[src/rtl/adc_spi_engine.sv]
// Multi-lane SPI readout engine for a single ADC: conversion readouts and register frames,
// with configurable chip-select setup/hold and a valid/ready result register.
module adc_spi_engine #(
    parameter int unsigned NUM_SDI       = 4,
    parameter int unsigned CNV_BITS      = 32,
    parameter int unsigned REG_BITS      = 24,
    parameter int unsigned REG_DATA_BITS = 8,
    parameter int unsigned CS_SETUP      = 1,
    parameter int unsigned CS_HOLD       = 2
) (
    input  logic                     clk,
    input  logic                     reset,
    input  logic [NUM_SDI-1:0]       spi_sdi,
    output logic                     spi_sdo,
    output logic                     spi_csn,
    output logic                     spi_clk_en,
    input  logic                     start_acq,
    input  logic                     start_reg,
    input  logic [REG_BITS-1:0]      reg_cmd,
    output logic [REG_DATA_BITS-1:0] reg_rdata,
    output logic                     reg_done,
    output logic [CNV_BITS-1:0]      cnv_data,
    output logic                     cnv_valid,
    input  logic                     cnv_ready,
    output logic                     overrun,
    input  logic                     clear_overrun,
    output logic                     busy
);

    localparam int unsigned ACQ_N   = CNV_BITS / NUM_SDI;
    localparam int unsigned MAX_XF  = (ACQ_N > REG_BITS) ? ACQ_N : REG_BITS;
    localparam int unsigned MAX_CS  = (CS_SETUP > CS_HOLD) ? CS_SETUP : CS_HOLD;
    localparam int unsigned MAX_ALL = (MAX_XF > MAX_CS) ? MAX_XF : MAX_CS;
    localparam int unsigned CW      = $clog2(MAX_ALL) + 1;

    typedef enum logic [1:0] {StIdle, StSetup, StXfer, StHold} state_e;

    state_e state_q, state_d;

    logic [CW-1:0]            cnt_q, cnt_d;    // bits/beats left in the frame
    logic [CW-1:0]            wait_q, wait_d;  // CS setup/hold cycles left
    logic                     acq_q, acq_d;
    logic [CNV_BITS-1:0]      shift_q, shift_d;
    logic [CNV_BITS-1:0]      cnv_data_q, cnv_data_d;
    logic [REG_BITS-1:0]      cmd_q, cmd_d;
    logic [REG_DATA_BITS-1:0] rdata_q, rdata_d;
    logic                     sdo_q, sdo_d;
    logic                     csn_q, csn_d;
    logic                     clk_en_q, clk_en_d;
    logic                     done_q, done_d;
    logic                     valid_q, valid_d;
    logic                     ovr_q, ovr_d;
    logic [NUM_SDI-1:0]       lanes;

    // sdi[0] carries the most significant bit of each beat
    always_comb begin
        lanes = '0;
        for (int i = 0; i < int'(NUM_SDI); i++) begin
            lanes[NUM_SDI-1-i] = spi_sdi[i];
        end
    end

    always_ff @(posedge clk) begin
        if (reset) begin
            state_q    <= StIdle;
            cnt_q      <= '0;
            wait_q     <= '0;
            acq_q      <= 1'b0;
            shift_q    <= '0;
            cnv_data_q <= '0;
            cmd_q      <= '0;
            rdata_q    <= '0;
            sdo_q      <= 1'b0;
            csn_q      <= 1'b1;
            clk_en_q   <= 1'b0;
            done_q     <= 1'b0;
            valid_q    <= 1'b0;
            ovr_q      <= 1'b0;
        end else begin
            state_q    <= state_d;
            cnt_q      <= cnt_d;
            wait_q     <= wait_d;
            acq_q      <= acq_d;
            shift_q    <= shift_d;
            cnv_data_q <= cnv_data_d;
            cmd_q      <= cmd_d;
            rdata_q    <= rdata_d;
            sdo_q      <= sdo_d;
            csn_q      <= csn_d;
            clk_en_q   <= clk_en_d;
            done_q     <= done_d;
            valid_q    <= valid_d;
            ovr_q      <= ovr_d;
        end
    end

    always_comb begin
        state_d = state_q;
        unique case (state_q)
            StIdle: begin
                if (start_acq || start_reg) begin
                    state_d = (CS_SETUP == 0) ? StXfer : StSetup;
                end
            end
            StSetup: begin
                if (wait_q == '0) state_d = StXfer;
            end
            StXfer: begin
                if (cnt_q == '0) state_d = (CS_HOLD == 0) ? StIdle : StHold;
            end
            StHold: begin
                if (wait_q == '0) state_d = StIdle;
            end
            default: state_d = StIdle;
        endcase
    end

    always_comb begin
        cnt_d      = cnt_q;
        wait_d     = wait_q;
        acq_d      = acq_q;
        shift_d    = shift_q;
        cnv_data_d = cnv_data_q;
        cmd_d      = cmd_q;
        rdata_d    = rdata_q;
        sdo_d      = sdo_q;
        csn_d      = csn_q;
        clk_en_d   = clk_en_q;
        done_d     = 1'b0;
        valid_d    = valid_q;
        ovr_d      = ovr_q;

        if (valid_q && cnv_ready) valid_d = 1'b0;
        if (clear_overrun) ovr_d = 1'b0;

        unique case (state_q)
            StIdle: begin
                if (start_acq || start_reg) begin
                    csn_d    = 1'b0;
                    acq_d    = start_acq;
                    wait_d   = CW'((CS_SETUP == 0) ? 0 : CS_SETUP - 1);
                    clk_en_d = (CS_SETUP == 0);
                    if (start_acq) begin
                        cnt_d   = CW'(ACQ_N);
                        sdo_d   = 1'b0;
                        shift_d = '0;
                    end else begin
                        cnt_d = CW'(REG_BITS);
                        sdo_d = reg_cmd[REG_BITS-1];
                        cmd_d = reg_cmd;
                    end
                end
            end
            StSetup: begin
                if (wait_q == '0) clk_en_d = 1'b1;
                else wait_d = wait_q - CW'(1);
            end
            StXfer: begin
                if (cnt_q != '0) begin
                    cnt_d = cnt_q - CW'(1);
                    if (cnt_q == CW'(1)) clk_en_d = 1'b0;
                    if (acq_q) begin
                        shift_d = {shift_q[CNV_BITS-NUM_SDI-1:0], lanes};
                    end else begin
                        // A zero shifts in behind the command, so sdo idles low after the last bit
                        sdo_d = cmd_q[REG_BITS-2];
                        cmd_d = cmd_q << 1;
                        if (cnt_q <= CW'(REG_DATA_BITS)) begin
                            rdata_d = {rdata_q[REG_DATA_BITS-2:0], spi_sdi[0]};
                        end
                    end
                end else begin
                    csn_d  = 1'b1;
                    wait_d = CW'((CS_HOLD == 0) ? 0 : CS_HOLD - 1);
                    if (acq_q) begin
                        cnv_data_d = shift_q;
                        valid_d    = 1'b1;
                        // Set after the clear above so a simultaneous set wins
                        if (valid_q && !cnv_ready) ovr_d = 1'b1;
                    end else begin
                        done_d = 1'b1;
                    end
                end
            end
            StHold: begin
                if (wait_q != '0) wait_d = wait_q - CW'(1);
            end
            default: ;
        endcase
    end

    assign spi_sdo    = sdo_q;
    assign spi_csn    = csn_q;
    assign spi_clk_en = clk_en_q;
    assign reg_rdata  = rdata_q;
    assign reg_done   = done_q;
    assign cnv_data   = cnv_data_q;
    assign cnv_valid  = valid_q;
    assign overrun    = ovr_q;
    assign busy       = reset || (state_q != StIdle);

endmodule

[config.mk]
export PLATFORM = sky130hd
export DESIGN_NAME = adc_spi_engine
export DESIGN_NICKNAME = d
export VERILOG_FILES = /design/src/rtl/adc_spi_engine.sv
export SDC_FILE = /design/constraint.sdc
export NUM_CORES = 1
export LEC_CHECK = 0
export BUFFER_PORTS_ARGS = -buffer_cell sky130_fd_sc_hd__buf_2
export CORE_MARGIN = 5
export CORE_UTILIZATION = 40
export DETAILED_ROUTE_END_ITERATION = 8
export GPL_ROUTABILITY_DRIVEN = 0
export PLACE_DENSITY_LB_ADDON = 0.1
export SETUP_SLACK_MARGIN = 0.1
export SYNTH_ARGS = -nofsm -noshare
export SYNTH_HDL_FRONTEND = slang
export SYNTH_SLANG_ARGS = --single-unit
export TNS_END_PERCENT = 50
[constraint.sdc]
create_clock -name clk -period 4.1 [get_ports clk]
set_clock_uncertainty 0.05 [all_clocks]
set_input_delay 0.82 -clock clk [delete_from_list [all_inputs] [get_ports clk]]
set_output_delay 0.82 -clock clk [all_outputs]
set_load 0.03 [all_outputs]
==> results.ini, run 1 <==
[power_and_ir_drop]
p_int_mw = 2.61
p_sw_share_pct = 32.7
p_per_area_nw_per_um2 = 673
p_comb_share_pct = 25.9
ir_drop_mv = 0.409
power_switching_mw = 1.27
seq_power_share_pct = 35.3
p_clk_share_pct = 38.8
leakage_nw = 2.33

[critical_path]
required_ps = 4390
rr_worst_depth = 6
rr_startpoint = state_q[1]$_SDFFE_PP0P_
crit_chain = inv_1 -> ha_1 -> nor2b_1 -> o2bb2ai_1 -> and3_1 -> o221a_1
cpPeakStageDelay_ps = 700
worst_path_max_delay_cell = and3_1
end_kind = register
arrival_ps = 2950
worstSetupStartpointType = register
regToRegEndpoint = cmd_q[17]$_SDFFE_PP0P_
crit_type = register to register
cp_max_fo = 23
crit_family = simple AND/OR/NAND/NOR gates
crit_buf_inv = 1
reg2reg_slack_ps = 1440

[cells_and_area]
num_antenna_cells = 0
final_layout_size_suffix_gt1_share_pct = 20.4
final_common_cell = dfxtp_1
nets = 632
syn_to_final_growth_pct = 21.8
final_cell_mix = dfxtp_1 (116), buf_2 (80), nand2_1 (74), nor2_1 (58), a21oi_1 (51)

[detailed_routing]
wl_per_cell_um = 14.3
drt-met1-wl_um = 5130
drc = 0
drt-pass1-iter-count = 4
wl_met2_um = 4880
vias = 3892
wl_met3_um = 508
drt_iter0_drc = 199
antenna_left = 0
wl_um = 10600
top_layer_used = met4
vias_per_cell = 5.22

[yosys]
syn_avg_cell_area_um2 = 9.04
synth-seq-cells = 116
yosys_warnings = 0
synth_flop_cell = dfxtp_1
synth_edf_count = 0
syn_nets = 566
synth_area_um2 = 4730
ys_types = 54
syn_inst = 523
yosysSeqAreaShare_pct = 49.1
async_reset_ff_share_pct = 0

[global_route]
grt_pass1_vias = 3861
grt_pass1_wl_um = 18100
track_usage_pct = 15.4
grt-ovfl-total = 0
antenna_found_initial = 0
grt_max_degree = 59

[die]
dieHeight_um = 119
dieWidth_um = 119
rows = 39
coreArea_um2 = 11500
start_util_pct = 41.1
die_area_um2 = 14100
ios = 81

[cts]
post_cts_buffers = 0
clk_latency_ps = 410
h-tree-depth = 4
ctsResizeCount = 0
root_buffer = clkbuf_16
path_clk_slew_ps = 60
clk_path_buf_depth = 2
cts_tree = yes
cts_buffers = 17
holdBufCountCts = 0
clock_sinks = 116

[min_path]
hp-class = register to register
hold_path_depth = 2
holdPathEnd = cnv_data[6]$_SDFFE_PP0P_
worstHoldStart = cnv_data[6]$_SDFFE_PP0P_

[place]
dp_hpwl_um = 7140
port_buffers = 80

[sta]
max_slew_margin_pct = 27.8
tightest_slew_ps = 1080
final_hold_viol_count = 0
setup_violations = 0
fin_tns_setup_ps = 0
whs_ps = 400
period_share_pct = 64.9
drv_slew = 0
rsz0062_at_grt = no
max_freq_ghz = 0.376
period_needed_ps = 2660

[status]
status = finished clean

[run]
cap_violations = 0

==> tightest hold or removal path, cell delays in order (launching register included) <==
cell and delay [ps]:
dfxtp_1 300, nand2_1 50, a21oi_1 50
==> stage by stage <==
step | utilization (%) | cell area [µm²] | instances | setup slack [ps] | power, mW
after global routing | 50.0 | 5760 | 745 | 1120 | 4.10
after global placement | 44.7 | 5150 | 713 | 1360 | 2.37
after CTS | 50.0 | 5760 | 745 | 1430 | 3.91
after floorplan | - | 4730 | 523 | 1550 | 2.19
after detailed placement | 44.7 | 5150 | 713 | 1320 | 2.39
final | 50.0 | 5760 | 745 | 1440 | 3.87
==> area by class of cell <==
class,count,area [µm²]
Clock buffer,20,457
Multi-Input combinational cell,357,2170
Sequential cell,116,2320
Fill cell,1140,5760
Timing Repair Buffer,84,430
Inverter,13,48.8
Tap cell,143,179
Clock inverter,12,153
==> cells by family (layout without fill, tap and decap cells) <==
group                      count (synthesis)  count (layout)  share of synthesized area [%]
buffers and inverters                     50             129                           5.21
AOI/OAI and AO/OA                        157             157                           24.4
xor gates and xnor gates                   2               2                          0.370
and+or+nand+nor                          189             189                           18.6
DFF                                      116             116                           49.1
adders and majority gates                  9               9                           2.38
==> metal layers <==
layer  global-route usage [%]  vias up
met5                        0        -
met4                     5.21        0
met3                     5.06        7
met2                     25.1       79
met1                     19.3     1794
li1                         -     2012
==> power groups by stage <==
stage | sequential (mW) | combinational, mW | clock, mW
2_1_floorplan | 1.38 | 0.814 | 0
3_3_place_gp | 1.39 | 0.986 | 0
5_1_grt | 1.38 | 1.13 | 1.59
3_5_place_dp | 1.39 | 1.00 | 0
6_report | 1.37 | 1.00 | 1.50
4_1_cts | 1.37 | 1.01 | 1.54
==> cells in the mapped netlist (all sizes together), types with 2 or more instances <==
cell | count | area [µm²]
and2 | 3 | 18.8
a21oi | 51 | 255
a31oi | 4 | 25.0
o2bb2ai | 2 | 17.5
o31ai | 4 | 30.0
o32ai | 2 | 17.5
ha | 9 | 113
o21bai | 3 | 22.5
nor3b | 3 | 22.5
o211ai | 2 | 15.0
a211oi | 3 | 22.5
a21boi | 2 | 15.0
or3 | 4 | 25.0
nor2b | 9 | 56.3
nand2b | 5 | 31.3
or4 | 4 | 30.0
o22ai | 2 | 12.5
inv | 13 | 48.8
a311oi | 2 | 35.0
nand3 | 11 | 55.1
dfxtp | 116 | 2320
nor2 | 58 | 218
o41ai | 2 | 17.5
o221a | 22 | 248
nand2 | 75 | 284
buf | 19 | 130
nor3 | 5 | 25.0
o21ai | 19 | 95.1
and3 | 3 | 18.8
nor4 | 3 | 25.0
nor4b | 2 | 32.5
a22o | 32 | 280
clkbuf | 18 | 67.6
==> how the worst max path moves through the flow <==
stage                             from                        end  slack [ps]  cells after the start
2_1_floorplan                    reset                       busy        1550                      4
3_3_place_gp                     reset    shift_q[1]$_SDFFE_PP0P_        1360                      5
3_5_place_dp                     reset   shift_q[12]$_SDFFE_PP0P_        1320                      5
4_1_cts        state_q[1]$_SDFFE_PP0P_      cmd_q[1]$_SDFFE_PP0P_        1430                      6
5_1_grt        state_q[0]$_SDFFE_PP0P_  cnv_data[10]$_SDFFE_PP0P_        1120                      6
6_report       state_q[1]$_SDFFE_PP0P_     cmd_q[17]$_SDFFE_PP0P_        1440                      6
==> sequential cells by signal (all words and copies together), names as in the netlist, 2 cells and up <==
signal     cells
wait_q         6
cnv_data      32
shift_q       32
cnt_q          6
reg_rdata      8
state_q        2
cmd_q         23
(Power assumes the default switching activity.)
==> run 2, diff against run 1 <==
--- a/config.mk
+++ b/config.mk
@@ -5,6 +5,7 @@
 export SDC_FILE = /design/constraint.sdc
 export NUM_CORES = 1
 export LEC_CHECK = 0
+export ABC_AREA = 1
 export BUFFER_PORTS_ARGS = -buffer_cell sky130_fd_sc_hd__buf_2
 export CORE_MARGIN = 5
 export CORE_UTILIZATION = 40
==> constraint.sdc (replaced) <==
create_clock -name clk -period 2.8 [get_ports clk]
set_clock_uncertainty 0.05 [all_clocks]
set_input_delay 0.56 -clock clk [delete_from_list [all_inputs] [get_ports clk]]
set_output_delay 0.56 -clock clk [all_outputs]
set_load 0.03 [all_outputs]
==> run 2 against run 1 <==
  * Sequential share of layout area decreased by 3.5 points
  * Via count increased by 18%
  * First-iteration DRC count increased by 44%
  * Utilization decreased by 0.080 points
  * Cell count increased by 33%
  * Register-to-register slack got worse by 1000 ps
  * Sequential power increased by 62%
  * Area after synthesis increased by 8.9%
  * Clock power increased by 59%
  * Critical endpoint is now shift_q[20]$_SDFFE_PP0P_
  * Largest cell class unchanged
  * Largest power group is now combinational logic
==> results.ini, run 2 <==
[critical_path]
required_ps = 3050  ; was 4390 ps
crit_type = register to register  ; unchanged
cp_max_fo = 32  ; was 23
cpPeakStageDelay_ps = 490  ; was 700 ps
crit_chain = inv_1 -> ha_1 -> nor2_1 -> nor2_4 -> nand2_4 -> nor2_4 -> o21ai_0 -> nand2_1 -> nor2_1  ; was inv_1 -> ha_1 -> nor2b_1 -> o2bb2ai_1 -> and3_1 -> o221a_1
end_kind = register  ; unchanged
crit_family = simple AND/OR/NAND/NOR gates  ; unchanged
crit_buf_inv = 1  ; unchanged
worst_path_max_delay_cell = nor2_4  ; was and3_1
worstSetupStartpointType = register  ; unchanged
rr_worst_depth = 9  ; was 6
arrival_ps = 2620  ; was 2950 ps
crit_cells = 9  ; was 6

[global_route]
grt_max_degree = 68  ; was 59
grt-ovfl-total = 0  ; unchanged
grt_pass1_wl_um = 20000  ; was 18100 µm
antenna_found_initial = 0  ; unchanged
grt_pass1_vias = 4274  ; was 3861
track_usage_pct = 16.5  ; was 15.4%

[die]
dieHeight_um = 123  ; was 119 µm
ios = 81  ; unchanged
rows = 41  ; was 39
start_util_pct = 40.8  ; was 41.1%
die_area_um2 = 15200  ; was 14100 µm²
coreArea_um2 = 12600  ; was 11500 µm²
dieWidth_um = 123  ; was 119 µm

[status]
status = finished clean  ; unchanged

[sta]
max_freq_ghz = 0.423  ; was 0.376 GHz
setup_slack_ps = 435  ; was 1440 ps
final_hold_viol_count = 0  ; unchanged
rsz0062_at_grt = no  ; unchanged
fin_tns_setup_ps = 0  ; unchanged
setup_violations = 0  ; unchanged
max_slew_margin_pct = 58.6  ; was 27.8%
drv_slew = 0  ; unchanged
tightest_slew_ps = 620  ; was 1080 ps
period_share_pct = 84.5  ; was 64.9%
period_needed_ps = 2360  ; was 2660 ps

[run]
cap_violations = 0  ; unchanged

[detailed_routing]
vias_per_cell = 4.66  ; was 5.22
vias = 4603  ; was 3892
antenna_left = 0  ; unchanged
wl_um = 12000  ; was 10600 µm
drt-pass1-iter-count = 4  ; unchanged
wl_per_cell_um = 12.1  ; was 14.3 µm
drt_iter0_drc = 286  ; was 199
drc = 0  ; unchanged

[yosys]
async_reset_ff_share_pct = 0  ; unchanged
synth_flop_cell = dfxtp_1  ; unchanged
yosysMostFrequentCell = nand2_1  ; was dfxtp_1
synth_area_leaders = dfxtp_1 (45%), nand2_1 (11%), o21ai_0 (9.0%), nor2_1 (8.2%), inv_1 (6.8%)  ; was dfxtp_1 (49%), a22o_1 (5.9%), nand2_1 (5.9%), a21oi_1 (5.4%), nor2_1 (4.6%)
synth_top_area_cell = dfxtp_1  ; unchanged
synth-seq-cells = 116  ; unchanged
synth_edf_count = 0  ; unchanged
ys_types = 32  ; was 54
synth_common_cells = nand2_1 (145), dfxtp_1 (116), nor2_1 (112)  ; was dfxtp_1 (116), nand2_1 (74), nor2_1 (58)
synth_top_area_share_pct = 45.1  ; was 49.1%
syn_avg_cell_area_um2 = 7.00  ; was 9.04 µm²
yosysSeqAreaShare_pct = 45.1  ; was 49.1%
synth_area_um2 = 5150  ; was 4730 µm²
syn_inst = 736  ; was 523
syn_nets = 779  ; was 566
yosys_warnings = 0  ; unchanged

[min_path]
hold_path_depth = 3  ; was 2
hp-class = primary input to register  ; was register to register

[power_and_ir_drop]
power_switching_mw = 2.58  ; was 1.27 mW
p_int_mw = 4.45  ; was 2.61 mW
seq_power_share_pct = 31.6  ; was 35.3%
leakage_nw = 3.01  ; was 2.33 nW
p_per_area_nw_per_um2 = 1120  ; was 673 nW/µm²
p_sw_share_pct = 36.7  ; was 32.7%
ir_drop_mv = 0.472  ; was 0.409 mV
p_clk_share_pct = 33.8  ; was 38.8%
p_comb_share_pct = 34.6  ; was 25.9%

[cells_and_area]
num_antenna_cells = 0  ; unchanged
final_cell_mix = nand2_1 (145), dfxtp_1 (116), nor2_1 (112), o21ai_0 (93), inv_1 (91)  ; was dfxtp_1 (116), buf_2 (80), nand2_1 (74), nor2_1 (58), a21oi_1 (51)
nets = 846  ; was 632
stdcell_count = 988  ; was 745
final_common_cell = nand2_1  ; was dfxtp_1
syn_to_final_growth_pct = 22.4  ; was 21.8%
final_layout_size_suffix_gt1_share_pct = 16.7  ; was 20.4%
nFillCells = 1298  ; was 1140

[cts]
cts_tree = yes  ; unchanged
post_cts_buffers = 0  ; unchanged
holdBufCountCts = 0  ; unchanged
path_clk_slew_ps = 50  ; was 60 ps
clk_path_buf_depth = 2  ; unchanged
root_buffer = clkbuf_16  ; unchanged
cts_buffers = 17  ; unchanged
clk_latency_ps = 410  ; about the same
clock_sinks = 116  ; unchanged
h-tree-depth = 4  ; unchanged
ctsResizeCount = 0  ; unchanged

[place]
dp_hpwl_um = 7910  ; was 7140 µm
post-place-ws_ps = 422  ; was 1320 ps
dp_cells = 956  ; was 713
port_buffers = 80  ; unchanged

[run 2: cell types whose count changed in the layout (fill, tap and decap cells not counted), sizes merged, moves of 5 or more]
cell	previous run	this run
inv	15	95
o221a	22	0
nand3	11	16
nor2	58	118
a22o	32	0
nor2b	9	0
nand2b	5	0
o21ai	19	104
nand2	75	147
a21oi	51	70
[run 2: final timing paths]
| kind | start | end | slack (ps) |
|---|---|---|---|
| max | state_q[0]$_SDFFE_PP0P_ | shift_q[20]$_SDFFE_PP0P_ | 440 |
| min | reg_cmd[0] | cmd_q[0]$_SDFFE_PP0P_ | 350 |
| max reg2reg | state_q[0]$_SDFFE_PP0P_ | shift_q[20]$_SDFFE_PP0P_ | 440 |
| min reg2reg | reg_rdata[7]$_SDFFE_PP0P_ | reg_rdata[7]$_SDFFE_PP0P_ | 390 |
[run 2: logic make-up after synthesis]
group / count (synthesis) / synth area share (%)
simple gates: 297 / 24.4
compound gates: 176 / 17.3
xor+xnor: 3 / 0.510
buf+inv: 135 / 10.6
flops: 116 / 45.1
fa+ha+maj: 9 / 2.19
[run 2: per-stage QoR]
step / hold WS (ps) / power [mW] / instance area (µm²) / utilization [%]
floorplan: 371 / 4.17 / 5150 / -
global placement: 383 / 4.62 / 5650 / 44.8
detailed placement: 385 / 4.68 / 5650 / 44.8
CTS: 330 / 7.10 / 6300 / 49.9
global route: 348 / 7.60 / 6300 / 49.9
finish: 347 / 7.03 / 6300 / 49.9
[run 2: layout make-up]
cell class	instances	area, µm²	area share, %
clock inverter	9	174	2.76
clock buffer	23	478	7.59
inverter	95	357	5.66
multi-input combinational	485	2280	36.2
sequential	116	2320	36.9
tap	172	215	3.42
timing repair buffer	88	473	7.51
[run 2: worst reg2reg max path: stages (launching register included)]
cell	delay, ps
dfxtp_1	340
inv_1	140
ha_1	390
nor2_1	150
nor2_4	210
nand2_4	110
nor2_4	490
o21ai_0	220
nand2_1	110
nor2_1	50
[run 2: per-layer routing]
| metal | global-route usage [%] | routed length, µm |
|---|---|---|
| met1 | 21.8 | 5970 |
| met5 | 0 | 0 |
| met4 | 5.81 | 185 |
| met3 | 5.17 | 553 |
| met2 | 25.5 | 5270 |
[run 2: power by group through the flow]
| stage | sequential (mW) | combinational [mW] | clock [mW] |
|---|---|---|---|
| after floorplan | 2.35 | 1.82 | 0 |
| after global placement | 2.24 | 2.38 | 0 |
| after detailed placement | 2.25 | 2.44 | 0 |
| after CTS | 2.22 | 2.46 | 2.42 |
| after global routing | 2.26 | 2.82 | 2.52 |
| final | 2.22 | 2.43 | 2.38 |
==> run 3, diff against run 2 <==
==> constraint.sdc (replaced) <==
create_clock -name clk -period 2.4 [get_ports clk]
set_clock_uncertainty 0.05 [all_clocks]
set_input_delay 0.48 -clock clk [delete_from_list [all_inputs] [get_ports clk]]
set_output_delay 0.48 -clock clk [all_outputs]
set_load 0.03 [all_outputs]
==> run 3 against run 2 <==
  * Via count is 1.1% higher
  * Flip-flop and latch count stayed put
  * Sequential share of layout area stayed put
  * Setup slack worse by 140 ps
  * Critical endpoint is now cnv_data[4]$_SDFFE_PP0P_
  * Highest routed layer unchanged
==> results.ini, run 3 (same netlist as run 2, synthesis figures left out) <==
[place]
post-place-ws_ps = 230  ; was 422 ps
port_buffers = 80  ; unchanged
placed_area_um2 = 5690  ; was 5650 µm²
dp_hpwl_um = 7760  ; was 7910 µm

[global_route]
antenna_found_initial = 0  ; unchanged
track_usage_pct = 16.5  ; about the same
grt_pass1_vias = 4365  ; was 4274
grt_pass1_wl_um = 20100  ; was 20000 µm
grt-ovfl-total = 0  ; unchanged
grt_max_degree = 73  ; was 68

[die]
coreArea_um2 = 12600  ; unchanged
dieHeight_um = 123  ; unchanged
rows = 41  ; unchanged
dieWidth_um = 123  ; unchanged
die_area_um2 = 15200  ; unchanged
ios = 81  ; unchanged
start_util_pct = 40.8  ; unchanged

[critical_path]
arrival_ps = 2390  ; was 2620 ps
worstSetupStartpointType = register  ; unchanged
worst_path_max_delay_cell = dfxtp_1  ; was nor2_4
crit_buf_inv = 3  ; was 1
crit_family = buffers and inverters  ; was simple AND/OR/NAND/NOR gates
end_kind = register  ; unchanged
crit_chain = inv_1 -> ha_1 -> buf_12 -> nand3_4 -> nor2_4 -> buf_4 -> o21ai_0 -> a21oi_1  ; was inv_1 -> ha_1 -> nor2_1 -> nor2_4 -> nand2_4 -> nor2_4 -> o21ai_0 -> nand2_1 -> nor2_1
required_ps = 2690  ; was 3050 ps
crit_type = register to register  ; unchanged
cpPeakStageDelay_ps = 340  ; was 490 ps
cp_max_fo = 30  ; was 32
reg2reg_slack_ps = 300  ; was 440 ps

[detailed_routing]
drc = 0  ; unchanged
drt_iter0_drc = 228  ; was 286
wl_per_cell_um = 12.0  ; was 12.1 µm
wl_um = 11900  ; was 12000 µm
vias_per_cell = 4.70  ; was 4.66
antenna_left = 0  ; unchanged
drt-pass1-iter-count = 4  ; unchanged
vias = 4654  ; was 4603

[sta]
fin_tns_setup_ps = 0  ; unchanged
setup_violations = 0  ; unchanged
period_share_pct = 87.5  ; was 84.5%
period_needed_ps = 2100  ; was 2360 ps
max_slew_margin_pct = 58.2  ; was 58.6%
final_hold_viol_count = 0  ; unchanged
drv_slew = 0  ; unchanged
whs_ps = 260  ; was 347 ps
max_freq_ghz = 0.476  ; was 0.423 GHz
rsz0062_at_grt = yes  ; was no
tightest_slew_ps = 627  ; was 620 ps
setup_slack_ps = 299  ; was 435 ps

[cells_and_area]
stdcell_area_um2 = 6300  ; unchanged
final_layout_size_suffix_gt1_share_pct = 17.2  ; was 16.7%
nFillCells = 1294  ; was 1298
regArea_um2 = 2320  ; unchanged
syn_to_final_growth_pct = 22.4  ; unchanged
nets = 848  ; was 846
final_common_cell = nand2_1  ; unchanged
final_cell_mix = nand2_1 (145), dfxtp_1 (116), nor2_1 (112), o21ai_0 (93), inv_1 (91)  ; unchanged
multi_input_area_um2 = 2290  ; was 2280 µm²
num_antenna_cells = 0  ; unchanged

[power_and_ir_drop]
p_clk_share_pct = 31.7  ; was 33.8%
p_int_mw = 5.01  ; was 4.45 mW
p_sw_share_pct = 37.9  ; was 36.7%
totalPowerFinal_mw = 8.07  ; was 7.03 mW
power_switching_mw = 3.06  ; was 2.58 mW
p_per_area_nw_per_um2 = 1280  ; was 1120 nW/µm²
p_comb_share_pct = 36.2  ; was 34.6%
leakage_nw = 3.00  ; was 3.01 nW
ir_drop_mv = 0.522  ; was 0.472 mV
seq_power_share_pct = 32.1  ; was 31.6%

[cts]
post_cts_buffers = 0  ; unchanged
cts_tree = yes  ; unchanged
clk_latency_ps = 420  ; was 410 ps
path_clk_slew_ps = 60  ; was 50 ps
holdBufCountCts = 0  ; unchanged
clk_path_buf_depth = 2  ; unchanged
cts_buffers = 17  ; unchanged
h-tree-depth = 4  ; unchanged
root_buffer = clkbuf_16  ; unchanged
clock_sinks = 116  ; unchanged
ctsResizeCount = 0  ; unchanged

[status]
status = finished clean  ; unchanged

[min_path]
hp-class = primary input to register  ; unchanged

[run]
cap_violations = 0  ; unchanged

## run 3: cell type report
type | count | share of cell area [%]
clock buffers | 19 | 7.03
clock inverters | 13 | 2.48
inverters | 95 | 5.66
multi-input cells | 485 | 36.3
flip-flops and latches | 116 | 36.9
well taps | 172 | 3.42
repair buffers | 90 | 8.26
## run 3: worst paths after layout
kind,endpoint,from,depth (start not counted)
worst max-delay path,cnv_data[4]$_SDFFE_PP0P_,state_q[0]$_SDFFE_PP0P_,8
worst min-delay path,overrun$_SDFF_PP0_,clear_overrun,4
worst max register to register,cnv_data[4]$_SDFFE_PP0P_,state_q[0]$_SDFFE_PP0P_,8
worst min register to register,reg_rdata[7]$_SDFFE_PP0P_,reg_rdata[7]$_SDFFE_PP0P_,2
## run 3: worst reg2reg max path: cells and delay by family (launching register included)
kind                     cells  cell delay (ps)
adder cells (fa/ha/maj)      1              340
AND/OR/NAND/NOR              2              350
buffers and inverters        3              660
AO/OA/AOI/OAI                2              270
flip-flops                   1              340
## run 3: stage by stage
| stage | utilization, % | cells |
|---|---|---|
| after global routing | 49.9 | 990 |
| after CTS | 49.8 | 990 |
| final | 49.9 | 990 |
| after global placement | 45.1 | 958 |
| after floorplan | - | 736 |
| after detailed placement | 45.1 | 958 |
## run 3: layer usage
metal,global-route usage (%),wire length [µm],vias up
li1,-,-,2461
met1,21.7,5890,2083
met2,25.3,5180,103
met3,5.76,763,7
met4,5.74,71,0
met5,0,0,-
## run 3: power groups by stage
stage | combinational (mW) | clock [mW] | sequential, mW
2_1_floorplan | 2.12 | 0 | 2.74
3_3_place_gp | 2.87 | 0 | 2.62
5_1_grt | 3.38 | 2.70 | 2.65
6_report | 2.93 | 2.56 | 2.59
4_1_cts | 2.94 | 2.62 | 2.59
3_5_place_dp | 2.92 | 0 | 2.62
